File: src/rtl/heroe_pkg.sv
// Shared definitions for the obstacle game: top-level game state encodings,
// W_or_L verdict codes, player pose encodings and small helpers.
package heroe_pkg;

    // Top-level game state machine encodings (as seen on `presente`)
    typedef enum logic [2:0] {
        OFF  = 3'd0,
        WLCM = 3'd1,
        CH   = 3'd2,
        GAME = 3'd3,
        WL   = 3'd4,
        PA   = 3'd5
    } estado_juego_t;

    // W_or_L output codes
    localparam logic [1:0] WL_JUEGO  = 2'b00;
    localparam logic [1:0] WL_GANA   = 2'b10;
    localparam logic [1:0] WL_PIERDE = 2'b01;

    // Verdict FSM states share the W_or_L codes so the output is the state itself
    typedef enum logic [1:0] {
        JUEGO  = WL_JUEGO,
        GANA   = WL_GANA,
        PIERDE = WL_PIERDE
    } veredicto_t;

    // Player pose, also the encoding driven on `jugador`
    typedef enum logic [1:0] {
        SUELO    = 2'd0,
        SALTO    = 2'd1,
        AGACHADO = 2'd2
    } pose_t;

    // Starting lives when the lives feature is built
    localparam logic [1:0] VIDAS_INI = 2'd3;

    // Saturating 8-bit increment used by the score counter
    function automatic logic [7:0] sat_inc(input logic [7:0] v);
        return (v == 8'hFF) ? v : v + 8'd1;
    endfunction

endpackage

File: src/rtl/detector_flanco.sv
// Two-flop sampler of a slow square wave plus rising-edge pulse.
// The input is treated as data; `flanco` is high for exactly one clk cycle
// per rising edge of `entrada`.
module detector_flanco (
    input  logic clk,
    input  logic rst_n,
    input  logic entrada,
    output logic flanco
);

    logic q1;
    logic q2;

    // Sample the input twice so the edge is detected on settled data
    always_ff @(posedge clk or negedge rst_n) begin
        if (!rst_n) begin
            q1 <= 1'b0;
            q2 <= 1'b0;
        end else begin
            q1 <= entrada;
            q2 <= q1;
        end
    end

    assign flanco = q1 & ~q2;

endmodule

File: src/rtl/detector_colisiones.sv
// Collision detector: follows the obstacle display one tick at a time,
// tracks the player's jump/duck pose and produces score and win/lose verdict.
// Optional feature: define DETECTOR_VIDAS_EN to build the lives counter.
module detector_colisiones
    import heroe_pkg::*;
#(
    parameter logic [7:0] WIN_SCORE  = 8'd20,
    parameter logic [3:0] JUMP_TICKS = 4'd2
) (
    input  logic        clk,
    input  logic        rst_n,
    input  logic        clk_obstaculos,
    input  logic [2:0]  presente,
    input  logic [20:0] display_obs,
    input  logic [3:0]  tipo_obs,
    input  logic        btn_salto,
    input  logic        btn_agacharse,
    output logic [1:0]  W_or_L,
    output logic [7:0]  score,
    output logic [1:0]  vidas,
    output logic [1:0]  jugador
);

    logic       tick;
    logic       en_juego;
    logic       activo;
    logic [3:0] tipo_col [3];
    logic [3:0] tipo_actual;
    pose_t      pose;
    logic [3:0] pose_cnt;
    veredicto_t veredicto;
    logic [7:0] score_reg;
    logic [7:0] score_inc;
    logic       hay_obs;
    logic       acierto;
    logic       choque;
    logic       libra;
    logic       pierde_now;
    logic       gana_now;
    logic       unused_bits;

    detector_flanco u_flanco (
        .clk     (clk),
        .rst_n   (rst_n),
        .entrada (clk_obstaculos),
        .flanco  (tick)
    );

    assign en_juego = (presente == GAME);
    assign activo   = en_juego && (veredicto == JUEGO);

    // Column-type pipeline: shifts with the display on every tick
    always_ff @(posedge clk or negedge rst_n) begin
        if (!rst_n) begin
            for (int i = 0; i < 3; i++) tipo_col[i] <= '0;
        end else if (!en_juego) begin
            for (int i = 0; i < 3; i++) tipo_col[i] <= '0;
        end else if (activo && tick) begin
            tipo_col[0] <= tipo_col[1];
            tipo_col[1] <= tipo_col[2];
            tipo_col[2] <= tipo_obs;
        end
    end

    // On a tick the display has already shifted, so the obstacle now in
    // column 0 is the one whose type is moving into tipo_col[0] this cycle.
    assign tipo_actual = tick ? tipo_col[1] : tipo_col[0];
    assign hay_obs     = (display_obs[6:0] != 7'd0);
    assign acierto     = tipo_actual[0] ? (pose == AGACHADO) : (pose == SALTO);
    assign choque      = activo && tick && hay_obs && !acierto;
    assign libra       = activo && tick && hay_obs && acierto;
    assign score_inc   = sat_inc(score_reg);
    assign gana_now    = libra && (score_inc == WIN_SCORE);

    // Player pose FSM: a press starts a jump/duck lasting JUMP_TICKS ticks
    always_ff @(posedge clk or negedge rst_n) begin
        if (!rst_n) begin
            pose     <= SUELO;
            pose_cnt <= '0;
        end else if (!en_juego) begin
            pose     <= SUELO;
            pose_cnt <= '0;
        end else if (veredicto == JUEGO) begin
            case (pose)
                SUELO: begin
                    if (btn_salto) begin
                        pose     <= SALTO;
                        pose_cnt <= JUMP_TICKS;
                    end else if (btn_agacharse) begin
                        pose     <= AGACHADO;
                        pose_cnt <= JUMP_TICKS;
                    end
                end
                SALTO, AGACHADO: begin
                    if (tick) begin
                        if (pose_cnt <= 4'd1) begin
                            pose     <= SUELO;
                            pose_cnt <= '0;
                        end else begin
                            pose_cnt <= pose_cnt - 4'd1;
                        end
                    end
                end
                default: begin
                    pose     <= SUELO;
                    pose_cnt <= '0;
                end
            endcase
        end
    end

`ifdef DETECTOR_VIDAS_EN
    logic [1:0] vidas_reg;

    // Lives counter: each collision costs one life, the last one ends the game
    always_ff @(posedge clk or negedge rst_n) begin
        if (!rst_n) begin
            vidas_reg <= VIDAS_INI;
        end else if (!en_juego) begin
            vidas_reg <= VIDAS_INI;
        end else if (choque && vidas_reg != 2'd0) begin
            vidas_reg <= vidas_reg - 2'd1;
        end
    end

    assign pierde_now = choque && (vidas_reg == 2'd1);
    assign vidas      = vidas_reg;
`else
    assign pierde_now = choque;
    assign vidas      = 2'b00;
`endif

    // Verdict FSM and score: score counts cleared obstacles, verdict latches
    always_ff @(posedge clk or negedge rst_n) begin
        if (!rst_n) begin
            veredicto <= JUEGO;
            score_reg <= '0;
        end else if (!en_juego) begin
            veredicto <= JUEGO;
            score_reg <= '0;
        end else if (veredicto == JUEGO) begin
            if (libra) begin
                score_reg <= score_inc;
            end
            if (pierde_now) begin
                veredicto <= PIERDE;
            end else if (gana_now) begin
                veredicto <= GANA;
            end
        end
    end

    assign W_or_L  = veredicto;
    assign score   = score_reg;
    assign jugador = pose;

    // Upper display columns and type bits beyond the class bit are not needed here
    assign unused_bits = ^{display_obs[20:7], tipo_actual[3:1]};

endmodule

File: config.mk
export PLATFORM = sky130hd
export DESIGN_NAME = detector_colisiones
export DESIGN_NICKNAME = d
export VERILOG_FILES = /design/src/rtl/heroe_pkg.sv /design/src/rtl/detector_flanco.sv /design/src/rtl/detector_colisiones.sv
export SDC_FILE = /design/constraint.sdc
export NUM_CORES = 1
export LEC_CHECK = 0
export ABC_AREA = 1
export CORE_UTILIZATION = 35
export CTS_BUF_LIST = sky130_fd_sc_hd__clkbuf_16
export CTS_CLUSTER_DIAMETER = 120
export DETAILED_ROUTE_END_ITERATION = 12
export PLACE_DENSITY = 0.6
export SYNTH_ARGS = -nofsm -noshare
export SYNTH_HDL_FRONTEND = slang
export SYNTH_SLANG_ARGS = --single-unit
File: constraint.sdc
create_clock -name clk -period 1.7 [get_ports clk]
set_input_delay 0.255 -clock clk [delete_from_list [all_inputs] [get_ports clk]]
set_output_delay 0.255 -clock clk [all_outputs]
set_load 0.05 [all_outputs]
==> results.cfg <==
[detailed_routing]
ant_nets = 0
drc = 0
vias = 1263
dr.first_iter.drc_count = 27
wire_per_inst_um = 11.0
viasPerCell = 4.59
finalWirelength_um = 3030
dr.pass1.iters = 4

[setup_path]
endpoint_kind = flop
cp-start-kind = flop
cp.arrival_ns = 1.72
path_max_fanout = 4
cp.required_ns = 1.86
crit_type = flop to flop

[power_and_ir_drop]
leakage_nw = 0.920
peakVddDrop_mv = 0.542
p_per_area_mw_per_mm2 = 602

[clocking]
post_cts_buffers = 0
clk_latency_ns = 0.25
ctsHoldBuffers = 0
clock_path_buffers = 2
path_clk_slew_ns = 0.06
cts.sinks = 21
cts_tree = done
clockRootBuffer = clkbuf_16
cts_buffers = 3
htreeDepth = 1

[logic_synthesis]
ys.flop_type = dfrtp_1
syn_inst = 184
synth.top_cell.area_share = 0.373
synthArstFlopShare = 1.00
synth_warnings = 0
synth_area_leaders = dfrtp_1 (37%), nand2_1 (9.6%), inv_1 (6.4%), ha_1 (6.2%), nand3_1 (6.0%)
ys_ff_latch = 21
synth-edff-count = 0
synth_area_leader_cell = dfrtp_1
syn_area_mm2 = 0.00141
synth_cell_types = 29
synth_area_per_cell_um2 = 7.66
synth_common_cells = nand2_1 (36), inv_1 (24), dfrtp_1 (21), nand3_1 (17), nor2_1 (12)
synth_most_common_cell = nand2_1
ys_seq_area_frac = 0.373

[layout]
num_antenna_cells = 0
area_growth_pct = 35.3
layout-drive-gt1-share = 0.282
final_cell_area_mm2 = 0.00191
largest_reg_flops = 8
final_nets = 268

[timing]
setup_slack_ns = 0.138
fin_crit_ns = 1.56
setup_viol = 0
hold_viol_final = 0
slew_violations = 0
rsz0062_at_grt = yes
max_freq_mhz = 640
fin_skew_ns = 0.00105
fin_crit_sh = 0.919

[global_route]
grt_pass1_wl_um = 5320
grt-ovfl-total = 0
antenna_found_initial = 0
grtUsageTotal = 0.163
grt_max_degree = 22
first_global_vias = 1207

[run]
cap_viol_max_count = 0

[placed_design]
dp_hpwl_um = 2440
port_buffers = 27
gp_congestion = 0.835
dpl_worst_slack_ns = -0.0825
placed_cell_area_mm2 = 0.00181

[floorplanning]
die_y_um = 65.5
dieArea_mm2 = 0.00429
io_pins = 47
core_area_mm2 = 0.00377
rows = 22
chipWidth_um = 65.5
start_util = 0.374

[min_path]
hp-class = primary input to asynchronous set/reset pin

[status]
outcome = finished clean
## layer usage
metal  global-route usage  vias up  part of all wire
met1                0.219      557              0.52
met4               0.0571        0             0.015
li1                     -      682                 -
met3               0.0434        4             0.039
met5                    0        -                 0
met2                0.251       20              0.43
## stage by stage
step                total power, mW  setup TNS [ns]  utilization  std cells  hold WS, ns
detailed placement            0.664          -0.998        0.479        271        0.369
floorplan                     0.592               0            -        185      -0.0406
CTS                            1.16               0        0.500        275        0.355
global placement              0.663          -0.941        0.479        271        0.357
finish                         1.15               0        0.506        275        0.340
global route                   1.20       -0.000621        0.506        275        0.355
## worst max-delay path: stages, from the launching register on
cell and delay [ns]:
dfrtp_2 0.42, inv_1 0.14, ha_4 0.23, nand2_1 0.06, nor2_1 0.04, nor2_2 0.11
o21ai_2 0.11, buf_4 0.15, o31ai_1 0.20
## cells by family after synthesis
kind of cell / after synthesis / share of synthesized area
simple gates: 96 / 0.357
buf+inv: 32 / 0.0940
compound gates: 25 / 0.0994
flops: 21 / 0.373
fa+ha+maj: 7 / 0.0621
xor+xnor: 2 / 0.0124
other cells: 1 / 0.00266
## area by class of cell
cell class / instances / area (um^2)
sequential: 21 / 532
clock buffer: 3 / 75.1
inverter: 29 / 110
timing repair buffer: 41 / 345
multi-input combinational: 132 / 781
tap: 48 / 60.1
clock inverter: 1 / 5.00
fill: 371 / 1860
## cells in the final DEF, fill, tap and decap left out, types with 3 or more instances in the layout
cell	Yosys	final
buf_4	3	26
clkbuf_16	0	3
clkdlybuf4s50_1	0	15
dfrtp_1	21	16
dfrtp_2	0	5
ha_1	7	5
inv_1	24	24
inv_2	4	4
nand2_1	36	36
nand2_2	7	7
nand3_1	17	17
nand4_1	5	5
nor2_1	12	12
nor2_2	7	7
nor2_4	3	3
o21ai_0	5	5
o21ai_1	11	11
## final timing paths
check,start,endpoint,slack [ns],cells past startpoint
setup / recovery,jugador[0],pose_cnt[2],0.14,8
hold / removal,rst_n,score[6],0.34,2
setup reg to reg,jugador[0],pose_cnt[2],0.14,8
hold reg to reg,u_flanco.q1,u_flanco.q2,0.38,0
max in group asynchronous,rst_n,score[4],1.13,2
min in group clk,u_flanco.q1,u_flanco.q2,0.38,0
## report_power, final
group	total (mW)	internal (mW)	leakage, nW	switching [mW]
Clock	0.492	0.316	0.0409	0.177
Combinational	0.144	0.0674	0.600	0.0768
Sequential	0.513	0.508	0.279	0.00458
Total	1.15	0.891	0.920	0.258
## repair_timing
item,CTS,global route
endpoints found under the setup margin,0,5
hold endpoints to repair,0,0
gates resized for setup,0,2
Note: power is estimated with default switching activity, not from simulation.
